[src/rtl/sim_top_if.sv]
// Character UART between the sim harness and the bench: output pulses plus an input poll.
interface sim_top_if;
  logic       out_valid;
  logic [7:0] out_ch;
  logic       in_valid;
  logic [7:0] in_ch;

  modport master (
    output out_valid,
    output out_ch,
    output in_valid,
    input  in_ch
  );

  modport slave (
    input  out_valid,
    input  out_ch,
    input  in_valid,
    output in_ch
  );
endinterface

[src/rtl/sim_top.sv]
// Difftest sim harness: cycle counter, boot banner, UART echo, perf counter dump and heartbeat.
module sim_top #(
  parameter int unsigned              BANNER_LEN    = 7,
  parameter logic [8*BANNER_LEN-1:0]  BANNER        = "SimTop\n",
  parameter int unsigned              CHAR_GAP      = 4,
  parameter int unsigned              POLL_INTERVAL = 16,
  parameter int unsigned              HEARTBEAT     = 1024
) (
  input  logic        clock,
  input  logic        reset,
  input  logic [63:0] io_logCtrl_log_begin,
  input  logic [63:0] io_logCtrl_log_end,
  input  logic [63:0] io_logCtrl_log_level,
  input  logic        io_perfInfo_clean,
  input  logic        io_perfInfo_dump,
  sim_top_if.master   uart
);

  typedef enum logic [2:0] {SrcNone, SrcDump, SrcEcho, SrcBanner, SrcHeart} src_e;

  localparam logic [7:0]  BannerEnd = 8'(BANNER_LEN);
  localparam logic [15:0] GapLoad   = 16'(CHAR_GAP - 1);
  localparam logic [3:0]  DumpLast  = 4'd9;

  logic [63:0] cycle_q;
  logic [31:0] perf_q;
  logic        out_valid_q, in_valid_q;
  logic [7:0]  out_ch_q;
  logic [15:0] gap_q;
  logic [7:0]  banner_idx_q;
  logic        echo_full_q;
  logic [7:0]  echo_ch_q;
  logic        dump_active_q;
  logic [3:0]  dump_idx_q;
  logic [31:0] dump_sh_q;
  logic        hb_pend_q;

  src_e        src;
  logic [7:0]  launch_ch, banner_ch, dump_ch;
  logic        window, hb_req, poll_next;

  assign uart.out_valid = out_valid_q;
  assign uart.out_ch    = out_ch_q;
  assign uart.in_valid  = in_valid_q;

  always_comb begin
    window    = (cycle_q >= io_logCtrl_log_begin) &&
                ((io_logCtrl_log_end == 64'd0) || (cycle_q < io_logCtrl_log_end));
    hb_req    = (io_logCtrl_log_level != 64'd0) && window &&
                ((cycle_q % 64'(HEARTBEAT)) == 64'd0);
    poll_next = ((cycle_q + 64'd1) % 64'(POLL_INTERVAL)) == 64'(POLL_INTERVAL - 1);
  end

  always_comb begin
    banner_ch = BANNER[8*(BANNER_LEN - 1 - 32'(banner_idx_q)) +: 8];
    dump_ch   = 8'h0a;
    if (dump_idx_q == 4'd0) begin
      dump_ch = "P";
    end else if (dump_idx_q != DumpLast) begin
      dump_ch = (dump_sh_q[31:28] < 4'd10) ? (8'h30 + {4'd0, dump_sh_q[31:28]})
                                           : (8'h37 + {4'd0, dump_sh_q[31:28]});
    end
  end

  // Priority: dump, echo, banner, heartbeat; only on edges outside the inter-character gap.
  always_comb begin
    src       = SrcNone;
    launch_ch = 8'h00;
    if (gap_q == 16'd0) begin
      if (dump_active_q)                    src = SrcDump;
      else if (echo_full_q)                 src = SrcEcho;
      else if (banner_idx_q != BannerEnd)   src = SrcBanner;
      else if (hb_pend_q)                   src = SrcHeart;
    end
    unique case (src)
      SrcDump:   launch_ch = dump_ch;
      SrcEcho:   launch_ch = echo_ch_q;
      SrcBanner: launch_ch = banner_ch;
      SrcHeart:  launch_ch = ".";
      default:   launch_ch = 8'h00;
    endcase
  end

  always_ff @(posedge clock) begin
    if (!reset) begin
      cycle_q       <= 64'd0;
      perf_q        <= 32'd0;
      out_valid_q   <= 1'b0;
      out_ch_q      <= 8'h00;
      in_valid_q    <= 1'b0;
      gap_q         <= 16'd0;
      banner_idx_q  <= 8'd0;
      echo_full_q   <= 1'b0;
      echo_ch_q     <= 8'h00;
      dump_active_q <= 1'b0;
      dump_idx_q    <= 4'd0;
      dump_sh_q     <= 32'd0;
      hb_pend_q     <= 1'b0;
    end else begin
      cycle_q     <= cycle_q + 64'd1;
      out_valid_q <= (src != SrcNone);
      in_valid_q  <= poll_next;

      if (src != SrcNone) begin
        out_ch_q <= launch_ch;
        gap_q    <= GapLoad;
      end else if (gap_q != 16'd0) begin
        gap_q <= gap_q - 16'd1;
      end

      if (io_perfInfo_clean)    perf_q <= 32'd0;
      else if (src != SrcNone)  perf_q <= perf_q + 32'd1;

      if (src == SrcBanner) banner_idx_q <= banner_idx_q + 8'd1;

      // A full buffer drops the new sample, even if it is draining on this edge.
      if (in_valid_q && !echo_full_q && (uart.in_ch != 8'hff)) begin
        echo_full_q <= 1'b1;
        echo_ch_q   <= uart.in_ch;
      end else if (src == SrcEcho) begin
        echo_full_q <= 1'b0;
      end

      if (!dump_active_q && io_perfInfo_dump) begin
        dump_active_q <= 1'b1;
        dump_idx_q    <= 4'd0;
        dump_sh_q     <= perf_q;
      end else if (src == SrcDump) begin
        dump_idx_q <= dump_idx_q + 4'd1;
        if (dump_idx_q == DumpLast) dump_active_q <= 1'b0;
        if (dump_idx_q != 4'd0)     dump_sh_q     <= {dump_sh_q[27:0], 4'd0};
      end

      hb_pend_q <= (hb_pend_q && (src != SrcHeart) && window) || hb_req;
    end
  end

endmodule

[src/flat_wrapper.sv]
// flat-port wrapper written by rule: the top's interface ports become plain ports
module sim_top_flat 
#(
  parameter int unsigned              BANNER_LEN    = 7,
  parameter logic [8*BANNER_LEN-1:0]  BANNER        = "        ",
  parameter int unsigned              CHAR_GAP      = 4,
  parameter int unsigned              POLL_INTERVAL = 16,
  parameter int unsigned              HEARTBEAT     = 1024
)
  (clock, reset, io_logCtrl_log_begin, io_logCtrl_log_end, io_logCtrl_log_level, io_perfInfo_clean, io_perfInfo_dump, uart_out_valid, uart_out_ch, uart_in_valid, uart_in_ch);
  sim_top_if uart_i ();
  input  logic clock;
  input  logic reset;
  input  logic [63:0] io_logCtrl_log_begin;
  input  logic [63:0] io_logCtrl_log_end;
  input  logic [63:0] io_logCtrl_log_level;
  input  logic io_perfInfo_clean;
  input  logic io_perfInfo_dump;
  output wire logic [$bits(uart_i.out_valid)-1:0] uart_out_valid;
  output wire logic [$bits(uart_i.out_ch)-1:0] uart_out_ch;
  output wire logic [$bits(uart_i.in_valid)-1:0] uart_in_valid;
  input wire logic [$bits(uart_i.in_ch)-1:0] uart_in_ch;
  assign uart_out_valid = uart_i.out_valid;
  assign uart_out_ch = uart_i.out_ch;
  assign uart_in_valid = uart_i.in_valid;
  assign uart_i.in_ch = uart_in_ch;
  sim_top #(.BANNER_LEN(BANNER_LEN), .BANNER(BANNER), .CHAR_GAP(CHAR_GAP), .POLL_INTERVAL(POLL_INTERVAL), .HEARTBEAT(HEARTBEAT)) u_core (.clock(clock), .reset(reset), .io_logCtrl_log_begin(io_logCtrl_log_begin), .io_logCtrl_log_end(io_logCtrl_log_end), .io_logCtrl_log_level(io_logCtrl_log_level), .io_perfInfo_clean(io_perfInfo_clean), .io_perfInfo_dump(io_perfInfo_dump), .uart(uart_i));
endmodule
[config.mk]
export PLATFORM = sky130hd
export DESIGN_NAME = sim_top_flat
export DESIGN_NICKNAME = d
export VERILOG_FILES = /design/src/rtl/sim_top_if.sv /design/src/rtl/sim_top.sv /design/src/flat_wrapper.sv
export SDC_FILE = /design/constraint.sdc
export NUM_CORES = 1
export LEC_CHECK = 0
export CORE_MARGIN = 3
export CORE_UTILIZATION = 55
export CTS_BUF_LIST = sky130_fd_sc_hd__clkbuf_4
export DETAILED_ROUTE_END_ITERATION = 10
export GPL_ROUTABILITY_DRIVEN = 0
export HOLD_SLACK_MARGIN = 0.12
export PLACE_DENSITY = 0.83
export SYNTH_ARGS = -nofsm -noshare
export SYNTH_HDL_FRONTEND = slang
export SYNTH_SLANG_ARGS = --single-unit
export TNS_END_PERCENT = 5
[constraint.sdc]
create_clock -name clock -period 2.63 [get_ports clock]
set_clock_uncertainty 0.15 [all_clocks]
set_input_delay 0.3945 -clock clock [delete_from_list [all_inputs] [get_ports clock]]
set_output_delay 0.3945 -clock clock [all_outputs]
set_load 0.03 [all_outputs]
==> flow_summary.ini <==
[run_status]
outcome = complete, no violations

[setup_path]
critical-path-slowest-cell = sky130_fd_sc_hd__nor3_1
rr_startpoint = u_core.gap_q[2]
reg2reg_slack_ns = 0.06
cp.buffers_inverters = 1
critical_path.cell_chain = nor3_1 > nand4b_4 > nor4b_4 > buf_4 > nand4_2 > nor3_1 > xnor2_1 > nor2_1
r2r_cells = 8
peak_fanout_along_the_critical_path = 6
critPathMostFrequentCell = sky130_fd_sc_hd__nor3_1
worstSetupEndpointType = flop
critPathRequiredTime_ns = 2.95
crit_family = simple AND/OR/NAND/NOR gates
slowest_delay_ns = 0.44
arrival_ns = 2.89
criticalPathCategory = reg2reg
worst_r2r_endpoint = u_core.perf_q[12]
worstSetupStartpointType = flop

[hold_path]
worstHoldPathCells = 3
whs_endpoint = u_core.echo_ch_q[4]
hold_class = in2reg
min_from = uart_in_ch[4]

[placed_design]
placement.cell_area_sq_mm = 0.0145
dp_cells = 1966
placement.io_buffers = 213
place_worst_setup_slack_ns = -0.448
dp.final_hpwl_um = 26800

[yosys]
syn_area_sq_mm = 0.0116
post_synth_edffs = 0
postSynthCellCount = 1447
netlist-cell-type-count = 67
synth-warning-count = 0
synth-seq-area-share_pct = 30.6
postSynthNetCount = 1788
ys_dominant_reg_cell = sky130_fd_sc_hd__dfxtp_1
ys_seq_elements = 177
synthArstFlopShare_pct = 0
syn-mean-instance-area_sq_um = 7.99

[die]
die_height_um = 151
die_area_sq_mm = 0.0228
fp.coreArea_sq_mm = 0.0204
initial_core_util_pct = 56.6
placementRows = 52
ios = 214
fp.dieW_um = 151

[grt]
pin_count_of_the_biggest_net_entering_global_routing = 34
grt_remaining_overflow = 0
antenna_violations_before_repair = 1
grt_pass1_wl_um = 53600
grt_usage_pct = 28.9
first_global_vias = 11400

[sta]
layout_setup_ws_ns = 0.0579
max_slew_margin_pct = 64.8
layout_worst_path_cycle_share_pct = 97.8
hold_viol = 0
whs_ns = 0.283
timing.final.crit_period_ns = 2.57
unrepaired_setup_endpoints_after_global_routing = yes
slew_at_the_pin_with_the_worst_max_slew_slack_ns = 0.521
finalSetupViolations = 0
setup_tns_ns = 0
timing.final.max_slew_violations = 0
highest_attainable_clock_frequency_mhz = 389

[power_and_ir_drop]
pwr-share-comb_pct = 28.8
pwr-share-clk_pct = 25.9
part_of_the_total_power_dissipated_in_sequential_elements_pct = 45.3
design_power_total_mw = 6.60
intPower_mw = 4.44
total_leakage_power_nw = 6.36
pwr_density_cell_mw_per_mm2 = 443
net_sw_power_mw = 2.15
sw_ratio_pct = 32.6
max-vdd-ir-drop_mv = 0.469

[clock_network]
ctsHtreeMaxLevel = 4
clkLatencyLatePin_ns = 0.59
tritoncts = done
clk_path_buf_depth = 2
clock_input_transition_at_the_sequential_cells_of_the_worst_setup_and_hold_paths_ns = 0.16
cts_root_buf = sky130_fd_sc_hd__clkbuf_4
clkSinkCount = 177
cts_buffers = 17

[drt]
drt_pre_antenna_iters = 6
post_drt_via_cell_ratio = 5.76
routed_wire_length_per_instance_um = 16.9
detailedRoute.firstIterationViolations = 700
wl_um = 33700
number_of_routed_nets_with_antenna_violations = 0
vias = 11500
detail_route.drc_violations = 0

[finish]
fraction_of_final_layout_cells_sized_beyond_drive_strength_1_pct = 9.24
layout.core_utilization_pct = 72.9
area_growth_syn_to_layout_pct = 28.8
finish.net_count = 2059
finished_layout_cell_area_sq_mm = 0.0149
final_cells = 2002

[run]
drv.max_cap_violation_count = 0
## cells by family after synthesis
| family | share of synthesized area [%] |
|---|---|
| buffers and inverters | 6.53 |
| flip-flops | 30.6 |
| AND/OR/NAND/NOR | 27.7 |
| AO/OA/AOI/OAI | 12.0 |
| XOR/XNOR | 7.35 |
| adder cells (fa/ha/maj) | 14.8 |
| multiplexers | 0.963 |
## power groups by stage
stage	sequential [mW]	clock [mW]	combinational [mW]
CTS	2.98	1.73	1.86
global placement	3.02	0	1.79
global route	3.01	1.82	2.06
detailed placement	3.03	0	1.84
floorplan	3.08	0	0.950
finish	2.99	1.71	1.90
## how the worst max path moves through the flow
stage	startpoint	endpoint	slack (ns)	cells after the start
2_1_floorplan	u_core.gap_q[0]	u_core.dump_sh_q[21]	0.27	10
3_3_place_gp	io_logCtrl_log_end[57]	u_core.hb_pend_q	-0.38	10
3_5_place_dp	io_logCtrl_log_end[57]	u_core.hb_pend_q	-0.45	10
4_1_cts	u_core.cycle_q[4]	u_core.cycle_q[54]	0.03	7
5_1_grt	u_core.cycle_q[57]	u_core.hb_pend_q	-0.06	10
6_report	u_core.gap_q[2]	u_core.perf_q[12]	0.06	8
## registers in the layout (all words and copies together) (netlist names), 4 cells and up
register	flops
u_core.cycle_q	64
u_core.perf_q	32
u_core.echo_ch_q	8
u_core.dump_idx_q	4
u_core.gap_q	16
u_core.banner_idx_q	8
u_core.dump_sh_q	32
u_core.uart.out_ch	8
## repair_timing
| action | 4_1_cts | 5_1_grt |
|---|---|---|
| resized for setup | 0 | 15 |
| buffers inserted | 2 | 1 |
| hold buffers | 0 | 0 |
| endpoints found under the setup margin | 3 | 55 |
| hold endpoints to repair | 0 | 0 |
| pin swaps | 1 | 2 |
## placed cells by master, fill, tap and decap left out, types with 5 or more instances in the layout
master	count
sky130_fd_sc_hd__clkdlybuf4s50_1	213
sky130_fd_sc_hd__dfxtp_1	172
sky130_fd_sc_hd__nor2_1	167
sky130_fd_sc_hd__inv_1	155
sky130_fd_sc_hd__nand2_1	137
sky130_fd_sc_hd__ha_1	136
sky130_fd_sc_hd__a21oi_1	78
sky130_fd_sc_hd__buf_4	78
sky130_fd_sc_hd__nand4_1	61
sky130_fd_sc_hd__o21ai_0	53
sky130_fd_sc_hd__nand3_1	52
sky130_fd_sc_hd__xnor2_1	51
sky130_fd_sc_hd__xor2_1	46
sky130_fd_sc_hd__nor4_1	38
sky130_fd_sc_hd__nor3_1	32
sky130_fd_sc_hd__a311oi_1	27
sky130_fd_sc_hd__or3_1	20
sky130_fd_sc_hd__clkbuf_4	19
sky130_fd_sc_hd__and2_1	15
sky130_fd_sc_hd__and4_1	13
sky130_fd_sc_hd__mux2i_1	10
sky130_fd_sc_hd__a21o_1	10
sky130_fd_sc_hd__and3_1	9
sky130_fd_sc_hd__a211oi_1	9
sky130_fd_sc_hd__nor3_2	9
sky130_fd_sc_hd__nor4_4	7
sky130_fd_sc_hd__nand2b_1	7
sky130_fd_sc_hd__a31oi_1	6
sky130_fd_sc_hd__a221oi_1	6
sky130_fd_sc_hd__o211ai_1	6
sky130_fd_sc_hd__a22oi_1	5
sky130_fd_sc_hd__dfxtp_2	5
## layer usage
layer  part of all wire [%]  track usage, %
met5                      0               0
met4                    4.8            14.5
met3                    7.3            5.54
met2                     47            50.1
met1                     41            34.1
## Yosys cell counts (all sizes together) (8+ instances only)
cell type | number | area, sq um
dfxtp | 177 | 3540
nor2 | 167 | 627
inv | 156 | 586
nand2 | 138 | 521
ha | 137 | 1710
a21oi | 78 | 390
nand4 | 64 | 428
nand3 | 55 | 290
o21ai | 53 | 265
xnor2 | 51 | 447
nor4 | 49 | 422
xor2 | 46 | 403
nor3 | 41 | 235
clkbuf | 32 | 120
a311oi | 27 | 236
or3 | 22 | 148
and2 | 17 | 106
and4 | 13 | 114
a21o | 10 | 75.1
buf | 10 | 50.0
mux2i | 10 | 100
a211oi | 9 | 67.6
and3 | 9 | 56.3
nand2b | 8 | 50.1
## worst register-to-register path, cell delays in order, from the launching register on
cell	delay, ns
sky130_fd_sc_hd__dfxtp_1	0.36
sky130_fd_sc_hd__nor3_1	0.44
sky130_fd_sc_hd__nand4b_4	0.18
sky130_fd_sc_hd__nor4b_4	0.28
sky130_fd_sc_hd__buf_4	0.21
sky130_fd_sc_hd__nand4_2	0.28
sky130_fd_sc_hd__nor3_1	0.34
sky130_fd_sc_hd__xnor2_1	0.16
sky130_fd_sc_hd__nor2_1	0.05
## area by class of cell
| cell class | instances | area, sq um |
|---|---|---|
| Antenna cell | 1 | 2.50 |
| Clock buffer | 19 | 143 |
| Clock inverter | 13 | 175 |
| Fill cell | 1563 | 5530 |
| Inverter | 156 | 587 |
| Multi-Input combinational cell | 1072 | 7330 |
| Sequential cell | 177 | 3550 |
| Tap cell | 270 | 338 |
| Timing Repair Buffer | 294 | 2780 |
Note: power is estimated with default switching activity, not from simulation.
